`config.mk`:
```
export PLATFORM = sky130hd
export DESIGN_NAME = pipe_stage_skid
export DESIGN_NICKNAME = d
export VERILOG_FILES = /design/src/rtl/pipe_stage_skid_pkg.sv /design/src/rtl/pipe_stage_skid_sat_counter.sv /design/src/rtl/pipe_stage_skid.sv
export SDC_FILE = /design/constraint.sdc
export NUM_CORES = 1
export LEC_CHECK = 0
export CORE_AREA = 2 2 231 233
export CTS_BUF_LIST = sky130_fd_sc_hd__clkbuf_8
export CTS_CLUSTER_SIZE = 12
export DETAILED_ROUTE_END_ITERATION = 12
export DIE_AREA = 0 0 233 235
export PLACE_DENSITY = 0.71
export SLEW_MARGIN = 10
export SYNTH_ARGS = -nofsm -noshare
export SYNTH_HDL_FRONTEND = slang
export SYNTH_SLANG_ARGS = --single-unit
export TNS_END_PERCENT = 20
```
`constraint.sdc`:
```
create_clock -name clk -period 2.6 [get_ports clk]
set_input_delay 0.52 -clock clk [delete_from_list [all_inputs] [get_ports clk]]
set_output_delay 0.52 -clock clk [all_outputs]
set_load 0.01 [all_outputs]
```
`src/rtl/pipe_stage_skid_pkg.sv`:
```
`default_nettype none
// pipe_stage_skid_pkg: shared defaults and helpers for the inter-stage pipeline register.
// Revision 1.0
package pipe_stage_skid_pkg;

  localparam int DEF_DATA_W = 279;
  localparam int DEF_CNT_W  = 16;
  localparam int DEF_N_SRC  = 2;

  // Number of occupied entries given the main and skid valid bits.
  function automatic logic [1:0] occ_count(input logic main_v, input logic skid_v);
    return {main_v & skid_v, main_v ^ skid_v};
  endfunction

endpackage : pipe_stage_skid_pkg
`default_nettype wire

```
`src/rtl/pipe_stage_skid_sat_counter.sv`:
```
`default_nettype none
// pipe_stage_skid_sat_counter: counter that sticks at all-ones, cleared only by rst.
// Revision 1.0
module pipe_stage_skid_sat_counter #(
  parameter int W = 16
) (
  input  logic         clk,
  input  logic         rst,
  input  logic         inc,
  output logic [W-1:0] count
);

  always_ff @(posedge clk) begin
    if (rst) begin
      count <= '0;
    end else if (inc && (count != {W{1'b1}})) begin
      count <= count + 1'b1;
    end
  end

endmodule : pipe_stage_skid_sat_counter
`default_nettype wire

```
`src/rtl/pipe_stage_skid.sv`:
```
`default_nettype none
// pipe_stage_skid: valid/ready pipeline register with stall/flush, optional 2-entry skid.
// Revision 1.0
module pipe_stage_skid
  import pipe_stage_skid_pkg::*;
#(
  parameter int                DATA_W           = DEF_DATA_W,
  parameter logic [DATA_W-1:0] RST_DATA         = '0,
  parameter int                N_STALL          = DEF_N_SRC,
  parameter int                N_FLUSH          = DEF_N_SRC,
  parameter int                SKID             = 1,
  parameter int                BUBBLE_ZERO      = 1,
  parameter int                FLUSH_OVER_STALL = 1,
  parameter int                CNT_W            = DEF_CNT_W
) (
  input  logic               clk,
  input  logic               rst,
  input  logic               in_valid,
  output logic               in_ready,
  input  logic [DATA_W-1:0]  in_data,
  output logic               out_valid,
  input  logic               out_ready,
  output logic [DATA_W-1:0]  out_data,
  input  logic [N_STALL-1:0] stall_vec,
  input  logic [N_FLUSH-1:0] flush_vec,
  output logic [1:0]         occ,
  output logic [CNT_W-1:0]   stall_cycles,
  output logic [CNT_W-1:0]   flush_count
);

  localparam logic BZ  = (BUBBLE_ZERO != 0);
  localparam logic FOS = (FLUSH_OVER_STALL != 0);

  logic              stall;
  logic              flush_eff;
  logic              out_fire;
  logic              in_fire;
  logic              valid_r;
  logic              skid_valid;
  logic [DATA_W-1:0] data_r;

  assign stall     = |stall_vec;
  assign flush_eff = (|flush_vec) & (FOS | ~stall);
  assign out_fire  = valid_r & out_ready & ~stall;
  assign in_fire   = in_valid & in_ready & ~flush_eff;

  assign out_valid = valid_r;
  assign out_data  = data_r;
  assign occ       = occ_count(valid_r, skid_valid);

  generate
    if (SKID != 0) begin : g_skid
      logic [DATA_W-1:0] skid_data;

      // Ready depends only on state, so upstream sees no combinational path from downstream.
      assign in_ready = ~skid_valid & ~rst;

      always_ff @(posedge clk) begin
        if (rst) begin
          valid_r    <= 1'b0;
          data_r     <= RST_DATA;
          skid_valid <= 1'b0;
          skid_data  <= '0;
        end else if (flush_eff) begin
          valid_r    <= 1'b0;
          skid_valid <= 1'b0;
          if (BZ) begin
            data_r    <= '0;
            skid_data <= '0;
          end
        end else if (~valid_r | out_fire) begin
          if (skid_valid) begin
            valid_r    <= 1'b1;
            data_r     <= skid_data;
            skid_valid <= 1'b0;
            if (BZ) skid_data <= '0;
          end else if (in_fire) begin
            valid_r <= 1'b1;
            data_r  <= in_data;
          end else begin
            valid_r <= 1'b0;
            if (BZ && valid_r) data_r <= '0;
          end
        end else if (in_fire) begin
          skid_valid <= 1'b1;
          skid_data  <= in_data;
        end
      end
    end else begin : g_reg
      assign skid_valid = 1'b0;
      assign in_ready   = ~rst & (~valid_r | (out_ready & ~stall));

      always_ff @(posedge clk) begin
        if (rst) begin
          valid_r <= 1'b0;
          data_r  <= RST_DATA;
        end else if (flush_eff) begin
          valid_r <= 1'b0;
          if (BZ) data_r <= '0;
        end else if (in_fire) begin
          valid_r <= 1'b1;
          data_r  <= in_data;
        end else if (out_fire) begin
          valid_r <= 1'b0;
          if (BZ) data_r <= '0;
        end
      end
    end
  endgenerate

  pipe_stage_skid_sat_counter #(.W(CNT_W)) u_stall_cnt (
    .clk   (clk),
    .rst   (rst),
    .inc   (valid_r & ~out_fire),
    .count (stall_cycles)
  );

  pipe_stage_skid_sat_counter #(.W(CNT_W)) u_flush_cnt (
    .clk   (clk),
    .rst   (rst),
    .inc   (flush_eff),
    .count (flush_count)
  );

endmodule : pipe_stage_skid
`default_nettype wire

```
Word level (Yosys, flattened, before mapping)
Index checks and enable logic that the tools add are counted.
{"block": "word_totals", "ff_bits": 592, "input_bits": 287, "wordCells": 44}
{"block": "classes", "n_addsub": 2, "eq_ne": 3, "mux": 8, "bitwise_logic": 15, "reduce_logical": 10}
{"cell": "$mux 279", "count": 6}
{"cell": "$add 16x1->16 const B", "count": 2}
{"cell": "$ne 16x16->1 const B", "count": 2}
{"cell": "$and 1x1->1", "count": 7}
{"cell": "$not 1->1", "count": 6}
{"cell": "$reduce_and 2->1", "count": 2}
{"cell": "$reduce_or 2->1", "count": 2}
{"cell": "$reduce_or 4->1", "count": 1}
{"cell": "$reduce_bool 3->1", "count": 1}
{"cell": "$reduce_or 3->1", "count": 1}
{"cell": "$logic_and 1x1->1", "count": 2}
{"cell": "$mux 1", "count": 2}
{"cell": "$ne 2x2->1 const B", "count": 1}
{"cell": "$reduce_bool 2->1", "count": 1}
{"cell": "$or 1x1->1", "count": 1}
{"cell": "$xor 1x1->1", "count": 1}

Logic depth before layout (Yosys ltp)
{"block": "logic_depth", "depth_word": 6, "depth_mapped": 10}

Cells and area by module
From an unflattened synthesis, not the netlist that was laid out.
{"block": "hier_totals", "hier_cells": 4151, "area_unflattened_um2": 34898.5}
{"mod": "pipe_stage_skid", "n_inst": 1, "cells_per_inst": 3953, "area_each_um2": 33201.8, "seq_area_each_um2": 11210.8}
{"mod": "pipe_stage_skid_sat_counter", "n_inst": 2, "cells_per_inst": 99, "area_each_um2": 848.3, "seq_area_each_um2": 320.3}

Worst setup path after synthesis
Ideal clock, no wire load.
{"block": "synth_timing", "kind": "input to register", "startpoint": "input port stall_vec[1]", "endpoint": "register g_skid.skid_data[269]", "setup_ns": 0.061, "arrival_ns": 1.999, "slack_ns": 0.540, "cell_stages": 6, "path_buffers": 2, "cell_sequence": "or3b_1 -> and2_1 -> a211oi_4 -> buf_2 -> buf_2 -> a32o_1"}
{"block": "synth_between", "elab_chain_len": 6, "word_cells_on_any_way": 8, "cone_classes": "eq/ne (1); mux (1); bitwise (3); reduce/logical (3)"}
{"item": "start, declared", "line": "pipe_stage_skid.sv:24", "text": "input logic [N_STALL-1:0] stall_vec,"}
{"item": "$reduce_or 2->1 (*)", "line": "pipe_stage_skid.sv:42", "text": "assign stall = |stall_vec;"}
{"item": "$not 1->1 (*)", "line": "pipe_stage_skid.sv:44", "text": "assign out_fire = valid_r & out_ready & ~stall;"}
{"item": "$and 1x1->1 (*)", "line": "pipe_stage_skid.sv:44"}
{"item": "$or 1x1->1 (*)", "line": "pipe_stage_skid.sv:71", "text": "end else if (~valid_r | out_fire) begin"}
{"item": "$ne 2x2->1 (no line) or $reduce_bool 2->1 (tied branches)"}
{"item": "$reduce_and 2->1 (no line)"}
{"item": "end signal, assigned", "line": "pipe_stage_skid.sv:86", "text": "skid_data <= in_data;"}
{"item": "end, declared", "line": "pipe_stage_skid.sv:53", "text": "logic [DATA_W-1:0] skid_data;"}
Every way passes the cells marked *; elsewhere a longest branch is shown, timed or not.
A chain may end at the register's enable or synchronous reset.

Worst setup path in the final report
{"block": "layout_timing", "startpoint": "register skid_valid", "endpoint": "output port in_ready"}
{"block": "layout_between", "elab_chain_len": 2}
{"item": "start, declared", "line": "pipe_stage_skid.sv:39", "text": "logic skid_valid;"}
{"item": "start signal, assigned", "line": "pipe_stage_skid.sv:62", "text": "skid_valid <= 1'b0;"}
{"item": "start signal, assigned", "line": "pipe_stage_skid.sv:66", "text": "skid_valid <= 1'b0;"}
{"item": "start signal, assigned", "line": "pipe_stage_skid.sv:75", "text": "skid_valid <= 1'b0;"}
{"item": "$not 1->1", "line": "pipe_stage_skid.sv:56", "text": "assign in_ready = ~skid_valid & ~rst;"}
{"item": "$and 1x1->1", "line": "pipe_stage_skid.sv:56"}
{"item": "end, declared", "line": "pipe_stage_skid.sv:19", "text": "output logic in_ready,"}
No other way between the ends.

==> flow_summary.ini <==
[power_and_ir_drop]
internal_power_mw = 14.4
p_leak_nw = 10.7
switching_share_pct = 24.0
combPwrFrac_pct = 8.3
pwr-share-seq_pct = 48.3
p_sw_mw = 4.56
clkPwrFrac_pct = 43.4
ir_drop_v = 0.000393
power_density_nw_per_um2 = 615

[placed_design]
port_buffers = 601
hpwl_um = 50000
gp_congestion = 0.851
dpl.cell_count = 3274

[synth]
ys_ff_latch = 592
ys_types = 43
synthArstFlopShare_pct = 0
synth_top_flop_cell = dfxtp_1
synth-edff-count = 0
syn_area_per_cell_um2 = 10.2
yosysWarnings = 0
synth-seq-area-share_pct = 54.8
synthesis.nets = 2414
synth_area_um2 = 21600
netlist_instances = 2124

[routing]
routed_via_density = 5.98
postRouteAntennaNets = 0
num_vias = 20744
drt-initial-drc-count = 1685
first_pass_iters = 6
wire_per_inst_um = 21.2
drt-total-wl_um = 73500
drc = 0

[setup_path]
cp-end-kind = primary output
path_class = register to primary output
r2r-start = u_flush_cnt.count[1]
crit_slowest_cell = clkdlybuf4s50_1
crit_path_start = skid_valid
critical_path.max_stage_delay_ns = 0.54
reg2regPathDepth = 6
r2r_end = u_flush_cnt.count[14]
cp_max_fo = 11
worstPathArrival_ns = 1.98
crit_path_end = in_ready
cp.required_ns = 2.08
critical_path.cell_chain = nor2_1 > buf_4 > clkdlybuf4s50_1
r2r_slack_ns = 0.39
start_kind = register

[global_route]
grt-ovfl-total = 0
use_met1_pct = 30.4
grt_pass1_vias = 20159
gr-usage-met3_pct = 6.07
grt.total_usage_pct = 25.4
grt_max_degree = 129
use_met2_pct = 41.9
antenna_found_initial = 25
grt_pass1_wl_um = 112000
busiest_layer = met2

[sta]
rsz0062_at_grt = no
tightestPinTransition_ns = 0.721
relSlewSlack_pct = 52.0
hold_viol_final = 0
skew_ns = 0.0213
slew_violations = 0
clock.fmax_mhz = 400
setup_violations = 0
layout_min_cycle_time_ns = 2.50
fin_setup_tns_ns = 0
fin_crit_sh_pct = 96.3

[final_layout]
nets = 2975
area_delta_synth_final_pct = 42.7
mostFrequentLayoutCell = clkdlybuf4s50_1
drive_gt1_share_pct = 9.63
mostFrequentLayoutCells = clkdlybuf4s50_1 (601), dfxtp_1 (590), nor2_1 (310)
stdcell_count = 3471
fillers = 4363

[floorplan]
dieArea_um2 = 54800
coreArea_um2 = 52200
num_rows = 84
die_h_um = 235
die_w_um = 233
initial_core_util_pct = 41.4
pin_count = 602

[clock_network]
root_buffer = clkbuf_8
insertion_delay_ns = 0.67
clock_sinks = 592
clk_pin_slew_ns = 0.06
htreeDepth = 3
cts.path.max_buffers = 3
hold_buffers = 0
numCtsBuffers = 97
cts_tree = yes

[hold_path]
worstHoldStart = g_skid.skid_data[219]
min_path_type = register to register

[run]
max_cap_violations = 0

[status]
outcome = completed
cell usage after synthesis (2+ instances only):
cell,n,area (µm²)
nor3b_1,2,15.0
a211oi_1,8,60.1
xnor2_1,12,105
and3_1,3,18.8
nor3_1,289,1450
nor4_1,2,12.5
a31oi_1,4,25.0
xor2_1,5,43.8
o211a_1,2,20.0
ha_1,3,37.5
nand3_1,15,75.1
o21ai_0,6,30.0
clkbuf_1,131,492
or2_2,2,12.5
buf_1,8,30.0
mux2i_1,2,20.0
nand2_1,12,45.0
dfxtp_1,592,11900
buf_2,111,556
o2111ai_1,2,17.5
o21a_1,2,15.0
nand4_1,8,50.1
inv_1,5,18.8
and4_1,3,26.3
nor2_1,311,1170
a21oi_1,5,25.0
a32o_1,279,2790
a221oi_1,279,2440
and2_1,3,18.8
o211ai_1,2,15.0
or4_1,4,30.0
routing by layer:
layer / wire [µm] / up-vias
li1: - / 9504
met1: 28100 / 10155
met2: 36000 / 903
met3: 6050 / 176
met4: 3190 / 6
met5: 39 / -
through the flow:
| stage | hold slack, ns | power, mW | setup WS, ns | instance area, µm² | util, % |
|---|---|---|---|---|---|
| detailed placement | 0.454 | 10.9 | -0.168 | 28800 | 55.2 |
| finish | 0.466 | 19.0 | 0.0970 | 30900 | 59.1 |
| global placement | 0.446 | 10.9 | -0.0844 | 28800 | 55.2 |
| floorplan | 0.442 | 9.99 | 0.540 | 21600 | - |
| global route | 0.460 | 19.7 | 0.00499 | 30900 | 59.1 |
| CTS | 0.414 | 19.2 | 0.0371 | 30800 | 59.0 |
final cells by class:
class	count	area (µm²)	share of cell area, %
inverter	5	18.8	0.0608
antenna	22	55.1	0.178
tap	688	861	2.79
timing repair buffer	712	7390	23.9
clock inverter	51	292	0.944
sequential	592	11900	38.4
multi-input combinational	1277	8710	28.2
clock buffer	124	1710	5.53
cell families after synthesis:
| family | synth area share [%] |
|---|---|
| simple gates | 13.6 |
| compound gates | 25.6 |
| flops | 54.8 |
| buf+inv | 5.07 |
| xor+xnor | 0.688 |
| fa+ha+maj | 0.173 |
| mux | 0.0925 |
registers in the layout (all words and copies together), names as in the netlist:
signal and count:
g_skid.skid_data 279, out_data 279, u_flush_cnt.count 16, u_stall_cnt.count 16, out_valid 1, skid_valid 1
worst min-delay path by stage:
stage / end / slack [ns] / cells past startpoint
3_3_place_gp: g_skid.skid_data[50] / 0.45 / 1
6_report: g_skid.skid_data[219] / 0.47 / 1
5_1_grt: g_skid.skid_data[61] / 0.46 / 2
3_5_place_dp: g_skid.skid_data[236] / 0.45 / 1
2_1_floorplan: g_skid.skid_data[278] / 0.44 / 1
4_1_cts: g_skid.skid_data[109] / 0.41 / 2
power groups by stage:
stage | sequential, mW | combinational [mW] | clock, mW
floorplan | 9.40 | 0.589 | 0
global placement | 9.38 | 1.53 | 0
detailed placement | 9.38 | 1.55 | 0
CTS | 9.18 | 1.56 | 8.42
global route | 9.18 | 1.69 | 8.85
finish | 9.18 | 1.57 | 8.24
repair_timing:
item | in CTS | in global routing
gates resized for setup | 1 | 0
setup endpoints to repair | 1 | 0
setup buffers | 0 | 0
endpoints found under the hold margin | 0 | 0
worst max-delay path, delay by kind of cell, from the launching register on:
family                 cells  cell delay, ns
buffers and inverters      2            0.68
flip-flops                 1            0.41
AND/OR/NAND/NOR            1            0.22
No activity file was read; power rests on OpenSTA's default activity.
